--- src/rtl/pipelined_mac_if.sv ---
// Operand/result bundle for pipelined_mac: the producer drives operands and enable,
// the MAC drives back the per-vector result.
interface pipelined_mac_if #(
  parameter int unsigned A_W   = 4,
  parameter int unsigned B_W   = 4,
  parameter int unsigned ACC_W = 12,
  parameter int unsigned CNT_W = 8
) ();
  logic             ena;
  logic             in_valid;
  logic [A_W-1:0]   a;
  logic [B_W-1:0]   b;
  logic             last;
  logic             out_valid;
  logic [ACC_W-1:0] acc_out;
  logic [CNT_W-1:0] cnt_out;
  logic             ovf;

  modport master (
    output ena, in_valid, a, b, last,
    input  out_valid, acc_out, cnt_out, ovf
  );

  modport slave (
    input  ena, in_valid, a, b, last,
    output out_valid, acc_out, cnt_out, ovf
  );
endinterface

--- src/rtl/pipelined_mac.sv ---
// Three-stage unsigned multiply-accumulate over last-delimited vectors, with stall
// (ena), element count, and wrap-or-saturate overflow handling.
module pipelined_mac #(
  parameter int unsigned A_W      = 4,
  parameter int unsigned B_W      = 4,
  parameter int unsigned ACC_W    = 12,
  parameter int unsigned CNT_W    = 8,
  parameter bit          SATURATE = 1'b0
) (
  input logic           clk,
  input logic           rst,
  pipelined_mac_if.slave bus
);
  localparam int unsigned P_W = A_W + B_W;

  // S1: registered operands
  logic             s1_valid_q, s1_last_q;
  logic [A_W-1:0]   s1_a_q;
  logic [B_W-1:0]   s1_b_q;
  // S2: registered product
  logic             s2_valid_q, s2_last_q;
  logic [ACC_W-1:0] s2_prod_q;
  // S3: running vector state and result registers
  logic [ACC_W-1:0] run_acc_q;
  logic [CNT_W-1:0] run_cnt_q;
  logic             run_ovf_q;
  logic             out_valid_q;
  logic [ACC_W-1:0] acc_out_q;
  logic [CNT_W-1:0] cnt_out_q;
  logic             ovf_q;

  logic [P_W-1:0]   prod;
  logic [ACC_W:0]   sum;
  logic [ACC_W-1:0] acc_d;
  logic [CNT_W-1:0] cnt_d;
  logic             ovf_d;

  always_comb begin
    prod  = {{B_W{1'b0}}, s1_a_q} * {{A_W{1'b0}}, s1_b_q};
    sum   = {1'b0, run_acc_q} + {1'b0, s2_prod_q};
    ovf_d = run_ovf_q | sum[ACC_W];
    // A clamped accumulator stays at max because any further sum also carries out.
    if (SATURATE && sum[ACC_W]) acc_d = '1;
    else                        acc_d = sum[ACC_W-1:0];
    cnt_d = (&run_cnt_q) ? run_cnt_q : run_cnt_q + 1'b1;
  end

  always_ff @(posedge clk) begin
    if (rst) begin
      s1_valid_q  <= 1'b0;
      s1_last_q   <= 1'b0;
      s1_a_q      <= '0;
      s1_b_q      <= '0;
      s2_valid_q  <= 1'b0;
      s2_last_q   <= 1'b0;
      s2_prod_q   <= '0;
      run_acc_q   <= '0;
      run_cnt_q   <= '0;
      run_ovf_q   <= 1'b0;
      out_valid_q <= 1'b0;
      acc_out_q   <= '0;
      cnt_out_q   <= '0;
      ovf_q       <= 1'b0;
    end else if (bus.ena) begin
      s1_valid_q  <= bus.in_valid;
      s1_last_q   <= bus.in_valid & bus.last;
      s1_a_q      <= bus.a;
      s1_b_q      <= bus.b;
      s2_valid_q  <= s1_valid_q;
      s2_last_q   <= s1_last_q;
      s2_prod_q   <= ACC_W'(prod);
      out_valid_q <= 1'b0;
      if (s2_valid_q) begin
        if (s2_last_q) begin
          acc_out_q   <= acc_d;
          cnt_out_q   <= cnt_d;
          ovf_q       <= ovf_d;
          out_valid_q <= 1'b1;
          run_acc_q   <= '0;
          run_cnt_q   <= '0;
          run_ovf_q   <= 1'b0;
        end else begin
          run_acc_q <= acc_d;
          run_cnt_q <= cnt_d;
          run_ovf_q <= ovf_d;
        end
      end
    end
  end

  assign bus.out_valid = out_valid_q;
  assign bus.acc_out   = acc_out_q;
  assign bus.cnt_out   = cnt_out_q;
  assign bus.ovf       = ovf_q;
endmodule

--- src/flat_wrapper.sv ---
// flat-port wrapper written by rule: the top's interface ports become plain ports
module pipelined_mac_flat 
#(
  parameter int unsigned A_W      = 4,
  parameter int unsigned B_W      = 4,
  parameter int unsigned ACC_W    = 12,
  parameter int unsigned CNT_W    = 8,
  parameter bit          SATURATE = 1'b0
)
  (clk, rst, bus_ena, bus_in_valid, bus_a, bus_b, bus_last, bus_out_valid, bus_acc_out, bus_cnt_out, bus_ovf);
  pipelined_mac_if #(.A_W(A_W), .B_W(B_W), .ACC_W(ACC_W), .CNT_W(CNT_W)) bus_i ();
  input logic clk;
  input logic rst;
  input wire logic [$bits(bus_i.ena)-1:0] bus_ena;
  input wire logic [$bits(bus_i.in_valid)-1:0] bus_in_valid;
  input wire logic [$bits(bus_i.a)-1:0] bus_a;
  input wire logic [$bits(bus_i.b)-1:0] bus_b;
  input wire logic [$bits(bus_i.last)-1:0] bus_last;
  output wire logic [$bits(bus_i.out_valid)-1:0] bus_out_valid;
  output wire logic [$bits(bus_i.acc_out)-1:0] bus_acc_out;
  output wire logic [$bits(bus_i.cnt_out)-1:0] bus_cnt_out;
  output wire logic [$bits(bus_i.ovf)-1:0] bus_ovf;
  assign bus_i.ena = bus_ena;
  assign bus_i.in_valid = bus_in_valid;
  assign bus_i.a = bus_a;
  assign bus_i.b = bus_b;
  assign bus_i.last = bus_last;
  assign bus_out_valid = bus_i.out_valid;
  assign bus_acc_out = bus_i.acc_out;
  assign bus_cnt_out = bus_i.cnt_out;
  assign bus_ovf = bus_i.ovf;
  pipelined_mac #(.A_W(A_W), .B_W(B_W), .ACC_W(ACC_W), .CNT_W(CNT_W), .SATURATE(SATURATE)) u_core (.clk(clk), .rst(rst), .bus(bus_i));
endmodule
--- config.mk ---
export PLATFORM = sky130hd
export DESIGN_NAME = pipelined_mac_flat
export DESIGN_NICKNAME = d
export VERILOG_FILES = /design/src/rtl/pipelined_mac_if.sv /design/src/rtl/pipelined_mac.sv /design/src/flat_wrapper.sv
export SDC_FILE = /design/constraint.sdc
export NUM_CORES = 1
export LEC_CHECK = 0
export ABC_AREA = 1
export CAP_MARGIN = 25
export CORE_UTILIZATION = 35
export CTS_BUF_LIST = sky130_fd_sc_hd__clkbuf_4 sky130_fd_sc_hd__clkbuf_8
export DETAILED_ROUTE_END_ITERATION = 10
export PLACE_DENSITY_LB_ADDON = 0.08
export SETUP_SLACK_MARGIN = 0.05
export SYNTH_ARGS = -nofsm -noshare
export SYNTH_HDL_FRONTEND = slang
export SYNTH_SLANG_ARGS = --single-unit
--- constraint.sdc ---
create_clock -name clk -period 3.11 [get_ports clk]
set_input_delay 0.622 -clock clk [delete_from_list [all_inputs] [get_ports clk]]
set_output_delay 0.622 -clock clk [all_outputs]
set_load 0.05 [all_outputs]
Word level (Yosys, flattened, before mapping)

Index checks and enable logic that the tools add are counted.

Multiplexer cells: 6
Multiply operators: 1
$add $sub $neg: 2
Bitwise operators: 2
Reductions and logical operators: 3

Operator list:

| cell                | number |
|---|---|
| $mux 8              | 2 |
| $add 12x8->13       | 1 |
| $mux 12             | 1 |
| $add 8x1->8 const B | 1 |
| $mul 4x4->8         | 1 |
| $reduce_and 8->1    | 1 |
| $mux 1              | 3 |
| $reduce_and 3->1    | 1 |
| $reduce_and 2->1    | 1 |
| $and 1x1->1         | 1 |
| $or 1x1->1          | 1 |

Output and inout bits: 22
Input bits: 13
Bits in registers: 63

Depth between registers and ports, before layout

Depth after elaboration: 3
Gate-level depth with buffers: 12
Depth with buffers taken out: 12

Worst setup path before layout

Ideal clock, no wire load.

Path type: register to register
Start: register u_core.s1_a_q[0]
End: register u_core.s2_prod_q[6]
Library setup time: 0.115 ns
Data required time: 2.995 ns
Path slack: 0.482 ns
Arrival time: 2.513 ns
Clock period less this slack: 2.628 ns
Path buffers: 0
Stages on the path, launching flop included: 11
Cells stage by stage: dfxtp_1 nand2_1 fa_1 inv_1 fa_1 inv_1 fa_1 o21ai_0 xor2_1 o21ai_0 inv_1

Cells in the longest elaborated chain, start to end: 1

Ends and longest elaborated chain:

| item                     | line                | text |
|---|---|---|
| start: declaration       | pipelined_mac.sv:18 | `logic [A_W-1:0] s1_a_q;` |
| start signal: assignment | pipelined_mac.sv:67 | `s1_a_q <= bus.a;` |
| $mul 4x4->8              | pipelined_mac.sv:39 | `prod = {{B_W{1'b0}}, s1_a_q} * {{A_W{1'b0}}, s1_b_q};` |
| end signal: assignment   | pipelined_mac.sv:71 | `s2_prod_q <= ACC_W'(prod);` |
| end: declaration         | pipelined_mac.sv:22 | `logic [ACC_W-1:0] s2_prod_q;` |

Every way passes these cells.
A chain may end at the register's enable or synchronous reset.

Worst setup path in the final report

Start: register u_core.s1_b_q[3]
End: register u_core.s2_prod_q[6]

Cells in the longest elaborated chain, start to end: 1

Ends and longest elaborated chain:

| item                     | line                | text |
|---|---|---|
| start: declaration       | pipelined_mac.sv:19 | `logic [B_W-1:0] s1_b_q;` |
| start signal: assignment | pipelined_mac.sv:68 | `s1_b_q <= bus.b;` |
| $mul 4x4->8              | pipelined_mac.sv:39 |  |

Every way passes these cells.

==> impl_metrics.prom <==
# TYPE chip_impl_metric gauge
chip_impl_info{name="outcome",value="finished clean"} 1
chip_impl_metric{name="final-setup-viol-count",unit=""} 0
chip_impl_metric{name="setup_tns",unit="ns"} 0
chip_impl_metric{name="diodes",unit=""} 0
chip_impl_metric{name="tritoncts_num_sinks",unit=""} 63
chip_impl_info{name="tritoncts",value="built"} 1
chip_impl_metric{name="post_route_cells_drive_above_1_share",unit="%"} 8.032
chip_impl_metric{name="max_freq",unit="MHz"} 357.5
chip_impl_metric{name="ys_async_sr_fraction",unit="%"} 0
chip_impl_metric{name="grt_pass1_vias",unit=""} 2841
chip_impl_metric{name="grt_remaining_overflow",unit=""} 0
chip_impl_metric{name="cts_repair_resize_count",unit=""} 0
chip_impl_metric{name="numPortBuffers",unit=""} 34
chip_impl_metric{name="final_antenna_net_count",unit=""} 0
chip_impl_metric{name="hpwlAfterDp",unit="µm"} 5147
chip_impl_metric{name="drtIter0Drc",unit=""} 85
chip_impl_metric{name="io-pin-count",unit=""} 35
chip_impl_metric{name="synth_seq_area_share",unit="%"} 37.74
chip_impl_metric{name="post-cts-setup-buffer-count",unit=""} 0
chip_impl_metric{name="htreeDepth",unit=""} 3
chip_impl_metric{name="antenna_found_initial",unit=""} 0
chip_impl_info{name="worstSetupStartpointType",value="flip-flop"} 1
chip_impl_metric{name="global_route_usage_over_all_layers",unit="%"} 16.62
chip_impl_metric{name="dpl-instance-area",unit="µm²"} 3809
chip_impl_metric{name="drt_wl_total",unit="µm"} 7336
chip_impl_info{name="endpoint_kind",value="flip-flop"} 1
chip_impl_metric{name="die_y",unit="µm"} 99.72
chip_impl_metric{name="hold_violations",unit=""} 0
chip_impl_metric{name="mean_cell_area_of_the_mapped_netlist",unit="µm²"} 7.281
chip_impl_metric{name="ys_types",unit=""} 33
chip_impl_metric{name="synth_nets",unit=""} 498
chip_impl_metric{name="internal_power",unit="µW"} 1226
chip_impl_metric{name="timing.final.crit_period",unit="ns"} 2.798
chip_impl_metric{name="avgViaCountPerCell",unit=""} 4.603
chip_impl_metric{name="clk-insertion-delay-late",unit="ns"} 0.34
chip_impl_metric{name="synthesis.instances",unit=""} 459
chip_impl_metric{name="starting_utilization_of_the_core_area",unit="%"} 36.17
chip_impl_info{name="hold_class",value="reg2reg"} 1
chip_impl_info{name="root_buffer_selected_by_cts",value="sky130_fd_sc_hd__clkbuf_8"} 1
chip_impl_metric{name="wire_length_of_the_first_global_routing_pass",unit="µm"} 13140
chip_impl_metric{name="final_max_slew_viol_count",unit=""} 0
chip_impl_metric{name="crit_arrival",unit="ns"} 3.03
chip_impl_info{name="ys_dominant_reg_cell",value="sky130_fd_sc_hd__dfxtp_1"} 1
chip_impl_metric{name="maxSlewHeadroom",unit="%"} 58.41
chip_impl_metric{name="route.detailed.wl_per_inst",unit="µm"} 11.70
chip_impl_info{name="unrepaired_setup_endpoints_after_global_routing",value="false"} 1
chip_impl_metric{name="cts_max_path_buffers",unit=""} 2
chip_impl_metric{name="stdcell_area",unit="µm²"} 3993
chip_impl_metric{name="synth.ff_latch_count",unit=""} 63
chip_impl_metric{name="die_area",unit="µm²"} 9943
chip_impl_metric{name="synth-edff-count",unit=""} 0
chip_impl_metric{name="vias",unit=""} 2886
chip_impl_metric{name="ir_drop",unit="µV"} 172.2
chip_impl_metric{name="worst_setup_hold_path_clk_slew",unit="ns"} 0.07
chip_impl_metric{name="timing.final.crit_share",unit="%"} 89.95
chip_impl_metric{name="clock_skew",unit="ns"} 0.007703
chip_impl_metric{name="cts_made_buffers",unit=""} 9
chip_impl_metric{name="ys.warnings.count",unit=""} 0
chip_impl_metric{name="cts_hold_buffers",unit=""} 0
chip_impl_metric{name="final.fill_count",unit=""} 986
chip_impl_metric{name="signed_area_change_from_the_synthesized_netlist_to_the_final_layout",unit="%"} 19.47
chip_impl_metric{name="pre_repair_dr_iteration_count",unit=""} 4
chip_impl_info{name="leading_post_synthesis_cells_by_cell_area",value="sky130_fd_sc_hd__dfxtp_1 38%, sky130_fd_sc_hd__nand2_1 15%, sky130_fd_sc_hd__ha_1 7.9%, sky130_fd_sc_hd__inv_1 5.8%, sky130_fd_sc_hd__nor2_1 4.4%"} 1
chip_impl_metric{name="swShare",unit="%"} 25.14
chip_impl_metric{name="power.share.clock",unit="%"} 40.4
chip_impl_metric{name="worst_ep_required_time",unit="ns"} 3.34
chip_impl_metric{name="final.hold.worst_slack",unit="ns"} 0.4475
chip_impl_metric{name="number_of_nets_in_the_layout",unit=""} 532
chip_impl_metric{name="die-width",unit="µm"} 99.72
chip_impl_metric{name="routabilityCongestion",unit=""} 0.8154
chip_impl_info{name="worst-setup-path-type",value="reg2reg"} 1
chip_impl_info{name="synth.largest_area_cell",value="sky130_fd_sc_hd__dfxtp_1"} 1
chip_impl_info{name="layout.cells.most_common_list",value="132 x sky130_fd_sc_hd__nand2_1, 63 x sky130_fd_sc_hd__dfxtp_1, 52 x sky130_fd_sc_hd__inv_1"} 1
chip_impl_metric{name="portion_of_synthesized_cell_area_occupied_by_the_leading_cell_type",unit="%"} 37.74
chip_impl_metric{name="core_region_area",unit="µm²"} 9240
chip_impl_metric{name="drc_errors",unit=""} 0
chip_impl_metric{name="power_leakage",unit="µW"} 0.001888
chip_impl_metric{name="power_frac_seq",unit="%"} 51.4
chip_impl_metric{name="cap_violations",unit=""} 0
chip_impl_metric{name="synth.cell_area",unit="µm²"} 3342
chip_impl_metric{name="power",unit="µW"} 1637
chip_impl_metric{name="grt_start_max_net_pins",unit=""} 29
chip_impl_metric{name="critPathMaxFanout",unit=""} 5
chip_impl_metric{name="placement_rows",unit=""} 35
chip_impl_metric{name="total_switching_power",unit="µW"} 411.7
chip_impl_metric{name="p_per_area",unit="nW/µm²"} 410.1
chip_impl_metric{name="combinationalPowerShare",unit="%"} 8.2
chip_impl_metric{name="worst_pin_slew",unit="ns"} 0.6232
chip_impl_info{name="layout.cells.most_common",value="sky130_fd_sc_hd__nand2_1"} 1
==> worst paths after layout <==
path / from / to / slack [ns] / cells past startpoint
worst max-delay path: u_core.s1_b_q[3]$_SDFFE_PP0P_ / u_core.s2_prod_q[6]$_SDFFE_PP0P_ / 0.31 / 10
worst min-delay path: u_core.bus.acc_out[11]$_SDFFE_PP0P_ / u_core.bus.acc_out[11]$_SDFFE_PP0P_ / 0.45 / 2
worst max register to register: u_core.s1_b_q[3]$_SDFFE_PP0P_ / u_core.s2_prod_q[6]$_SDFFE_PP0P_ / 0.31 / 10
worst min register to register: u_core.bus.acc_out[11]$_SDFFE_PP0P_ / u_core.bus.acc_out[11]$_SDFFE_PP0P_ / 0.45 / 2
==> power by group through the flow <==
stage          sequential (µW)  combinational [µW]  clock, µW
6_report                   842                 134        661
5_1_grt                    845                 156        723
4_1_cts                    842                 137        687
3_5_place_dp               861                 136          0
3_3_place_gp               860                 137          0
2_1_floorplan              858                91.0          0
==> per-stage QoR <==
step	instances	setup slack [ns]	util (%)
final	627	0.3125	43.21
after global routing	627	0.1099	43.21
after CTS	627	0.3142	43.21
after detailed placement	611	0.3342	41.22
after global placement	611	0.3558	41.22
after floorplan	459	0.4820	-
==> Yosys cell counts (2+ instances only) <==
cell                       instances
sky130_fd_sc_hd__fa_1              5
sky130_fd_sc_hd__nand2_2           3
sky130_fd_sc_hd__nor2_1           39
sky130_fd_sc_hd__xnor2_1           2
sky130_fd_sc_hd__clkbuf_1         10
sky130_fd_sc_hd__nand2_1         132
sky130_fd_sc_hd__o21ai_0          23
sky130_fd_sc_hd__dfxtp_1          63
sky130_fd_sc_hd__nand3_1          25
sky130_fd_sc_hd__inv_1            52
sky130_fd_sc_hd__a21oi_1          29
sky130_fd_sc_hd__inv_2             4
sky130_fd_sc_hd__ha_1             21
sky130_fd_sc_hd__nand4_1           5
sky130_fd_sc_hd__nor3_1            2
sky130_fd_sc_hd__nand3_2           5
sky130_fd_sc_hd__nor2_4            2
sky130_fd_sc_hd__buf_2             4
sky130_fd_sc_hd__a21oi_2           3
sky130_fd_sc_hd__xor2_1           10
sky130_fd_sc_hd__a22o_1            8
==> layout make-up <==
cell class / instances / area, µm² / area share [%]
multi-input combinational: 325 / 1809 / 45.32
sequential: 63 / 1261 / 31.59
timing repair buffer: 37 / 362.8 / 9.088
inverter: 57 / 214.0 / 5.359
clock buffer: 13 / 166.4 / 4.168
tap: 129 / 161.4 / 4.043
clock inverter: 3 / 17.52 / 0.4387
==> flip-flops by register name, summed over array words and instances (netlist names) <==
name	flops
u_core.bus.acc_out	12
u_core.s1_valid_q	1
u_core.run_cnt_q	8
u_core.run_acc_q	12
u_core.s1_a_q	4
u_core.s2_prod_q	8
u_core.run_ovf_q	1
u_core.bus.ovf	1
u_core.s1_last_q	1
u_core.s2_valid_q	1
u_core.s2_last_q	1
u_core.bus.cnt_out	8
u_core.bus.out_valid	1
u_core.s1_b_q	4
==> critical path, stage by stage, from the launching register on <==
cell and delay (ns):
sky130_fd_sc_hd__dfxtp_1 0.41, sky130_fd_sc_hd__nand2_1 0.10, sky130_fd_sc_hd__fa_1 0.54, sky130_fd_sc_hd__inv_1 0.05, sky130_fd_sc_hd__fa_1 0.55, sky130_fd_sc_hd__inv_1 0.06
sky130_fd_sc_hd__fa_1 0.45, sky130_fd_sc_hd__o21ai_0 0.24, sky130_fd_sc_hd__xor2_1 0.09, sky130_fd_sc_hd__o21ai_0 0.15, sky130_fd_sc_hd__inv_1 0.05
==> kinds of logic after synthesis <==
logic type / Yosys count / share of synthesized area (%)
adders and majority gates: 26 / 10.86
buffers and inverters: 71 / 8.124
DFF: 63 / 37.74
and+or+nand+nor: 217 / 27.86
xor gates and xnor gates: 12 / 3.145
AOI/OAI and AO/OA: 70 / 12.28
==> routing by layer <==
| metal | up-vias | track usage, % | routed length (µm) |
|---|---|---|---|
| met5 | - | 0 | 0 |
| met4 | 0 | 5.430 | 74 |
| met3 | 7 | 3.584 | 198 |
| met2 | 34 | 28.06 | 3361 |
| met1 | 1306 | 21.00 | 3702 |
| li1 | 1539 | - | - |
(Power assumes the default switching activity.)
==> RTL edit, RTL diff (config.mk and constraints unchanged) <==
`SATURATE` is set to 1'b0 in 2 places; all go to 1'b1.
--- a/src/rtl/pipelined_mac.sv
+++ b/src/rtl/pipelined_mac.sv
@@ -7,3 +7,3 @@
   parameter int unsigned CNT_W    = 8,
-  parameter bit          SATURATE = 1'b0
+  parameter bit          SATURATE = 1'b1
 ) (
--- a/src/flat_wrapper.sv
+++ b/src/flat_wrapper.sv
@@ -7,3 +7,3 @@
   parameter int unsigned CNT_W    = 8,
-  parameter bit          SATURATE = 1'b0
+  parameter bit          SATURATE = 1'b1
 )
Behaviour: same outputs for any inputs over 4 cycles, from zero or initial values and one cycle with rst high; that may be too few to reach the edited logic, so the function may still have changed.
==> RTL edit against the unedited design <==
- hold slack improved by 2.3 ps
- critical path depth increased by 1
- clock skew grew 2.2 ps
- setup slack worse by 70 ps
- sequential cell count did not move
- die area up 2.1%
- design area rose by 2.2%
- synthesized cell count increased by 2.2%
- power increased by 4.8%
- synthesized area increased by 2.2%
- routed wire length rose by 4.6%
- largest cell class unchanged
==> RTL edit: results (changes against the unedited design) <==
| Metric | Value |
|---|---|
| Worst min-delay path endpoint | `u_core.bus.cnt_out[1]` |
| Data arrival, critical path | `3100 ps (+70 ps)` |
| Share of synthesized flip-flops with an asynchronous set or reset | `0 (unchanged)` |
| Clock transition at the registers of the reported paths | `70 ps (about the same)` |
| Htree depth | `3 (unchanged)` |
| Prevailing post-synth register cell | `sky130_fd_sc_hd__dfxtp_1` |
| Post-synthesis area per instance | `7.28 um2 (about the same)` |
| Clock Skew | `9.94 ps (+2.23 ps)` |
| Worst R2R Setup Slack | `240 ps (-70 ps)` |
| Synth unique cells | `32 (-3.0%)` |
| Cell at the root of the clock tree | `sky130_fd_sc_hd__clkbuf_8` |
| Postcts setup bufs | `0 (unchanged)` |
| Post-detailed-routing wire length | `7670 um (+4.6%)` |
| Via count of the first global-routing pass | `2952 (+3.9%)` |
| Insertion delay to the later sink of the worst-skew pair | `350 ps` |
| Run status | `complete, no violations` |
| Inserted Diodes | `0 (unchanged)` |
| Hold path startpoint | `u_core.bus.cnt_out[1]` |
| Count of vias placed by the detailed router | `2934 (+1.7%)` |
| Cell total after placement | `621 (+1.6%)` |
| Worst VDD drop | `0.196 mV (+14%)` |
| Via count normalized by instance count | `4.61 (+0.22%)` |
| Synthesized netlist net count | `508 (+2.0%)` |
| Final max-slew violation count | `0 (unchanged)` |
| Crit Reg-Reg Startpoint | `u_core.s1_a_q[0]` |
| Most frequent cells after synthesis | `sky130_fd_sc_hd__nand2_1, sky130_fd_sc_hd__dfxtp_1, sky130_fd_sc_hd__inv_1, sky130_fd_sc_hd__nor2_1, sky130_fd_sc_hd__nand3_1` |
| Share of synthesized area occupied by flip-flops and latches | `0.369 (-0.00802)` |
| Final Net Count | `542 (+1.9%)` |
| # fillers | `1016 (+3.0%)` |
| XOR/XNOR share of the synthesized area | `0.0231 (-0.00836)` |
| Total global-route track usage | `0.168 (+0.00173)` |
| Number of cell instances on the worst register-to-register path | `11 (+1)` |
| Post-CTS resize count | `0 (unchanged)` |
| Layout cells sized above 1 | `0.0986 (+0.0183)` |
| Leakage | `1.95 nW (+3.2%)` |
| Total of warnings raised by yosys | `0 (unchanged)` |
| Final Wtd Congestion | `0.819 (+0.40%)` |
| Proportion of synthesized area in mux cells | `0 (unchanged)` |
| Worst Max-Slew Pin Slew | `797 ps (+174 ps)` |
| Synth Area in Compound Gates | `0.126 (+0.00362)` |
| Worst slack on hold paths | `450 ps (+2.34 ps)` |
| Post-synthesis share of cell area spent on full adders, half adders and majority gates | `0.106 (-0.00231)` |
| Worst Hold Path Cells | `2 (unchanged)` |
| RR Endpoint | `u_core.s2_prod_q[6]` |
| Count of TritonRoute iterations in the first routing pass | `4 (unchanged)` |
| Post-detail-place hpwl | `5230 um (+1.7%)` |
| Number of design-rule violations left by the first detailed-router iteration | `76 (-11%)` |
| Ranking of synthesized cells by area | `sky130_fd_sc_hd__dfxtp_1, sky130_fd_sc_hd__nand2_1, sky130_fd_sc_hd__ha_1` |
| Global-route wire length before repair | `13200 um (+0.74%)` |
| Final antenna-violating net count | `0 (unchanged)` |
| CTS buffer count | `9 (unchanged)` |
==> RTL edit: logic make-up (layout without fill, tap and decap cells) <==
logic type,count (synthesis),after routing
compound gates,67,67
flops,63,63
xor+xnor,9,9
fa+ha+maj,26,26
simple gates,230,230
buf+inv,74,112
==> RTL edit: critical path, stage by stage, from the launching register on <==
cell and delay, ps:
sky130_fd_sc_hd__dfxtp_1 410, sky130_fd_sc_hd__nand2_1 100, sky130_fd_sc_hd__fa_1 540, sky130_fd_sc_hd__inv_1 50, sky130_fd_sc_hd__fa_1 560, sky130_fd_sc_hd__inv_1 70
sky130_fd_sc_hd__fa_1 450, sky130_fd_sc_hd__o21ai_0 180, sky130_fd_sc_hd__a21oi_1 100, sky130_fd_sc_hd__xnor2_1 120, sky130_fd_sc_hd__o21ai_0 130, sky130_fd_sc_hd__inv_1 50
==> RTL edit: metrics by stage <==
stage / power [mW] / area, um2 / setup WS (ps)
global route: 1.80 / 4080 / 74.1
detailed placement: 1.00 / 3880 / 241
CTS: 1.75 / 4080 / 208
finish: 1.72 / 4080 / 243
floorplan: 0.955 / 3410 / 405
global placement: 1.00 / 3880 / 274
==> RTL edit: cell type report <==
type	instances	area, um2	area share
inverters	57	214	0.0524
clock buffers	12	159	0.0389
clock inverters	3	42.5	0.0104
multi-input cells	332	1860	0.455
flip-flops and latches	63	1260	0.309
well taps	129	161	0.0396
repair buffers	40	385	0.0944
==> RTL edit: worst max-delay path by stage <==
stage,from,endpoint,slack [ps],depth (start not counted)
5_1_grt,u_core.s1_a_q[0],u_core.s2_prod_q[6],70,11
3_5_place_dp,u_core.s1_a_q[0],u_core.s2_prod_q[6],240,11
6_report,u_core.s1_a_q[0],u_core.s2_prod_q[6],240,11
2_1_floorplan,u_core.s1_a_q[0],u_core.s2_prod_q[6],410,11
3_3_place_gp,u_core.s1_a_q[0],u_core.s2_prod_q[6],270,11
4_1_cts,u_core.s1_a_q[0],u_core.s2_prod_q[6],210,11
==> RTL edit: layer usage <==
metal	GRT usage	up-vias	part of all wire
met5	0	-	0
met4	0.0602	0	0.015
met3	0.0381	10	0.032
met2	0.296	42	0.47
met1	0.199	1335	0.48
li1	-	1547	-
==> RTL edit: power breakdown <==
group,internal (mW),switching (mW),leakage [nW]
Combinational,0.0561,0.0849,1.33
Sequential,0.826,0.0168,0.512
Clock,0.417,0.315,0.102
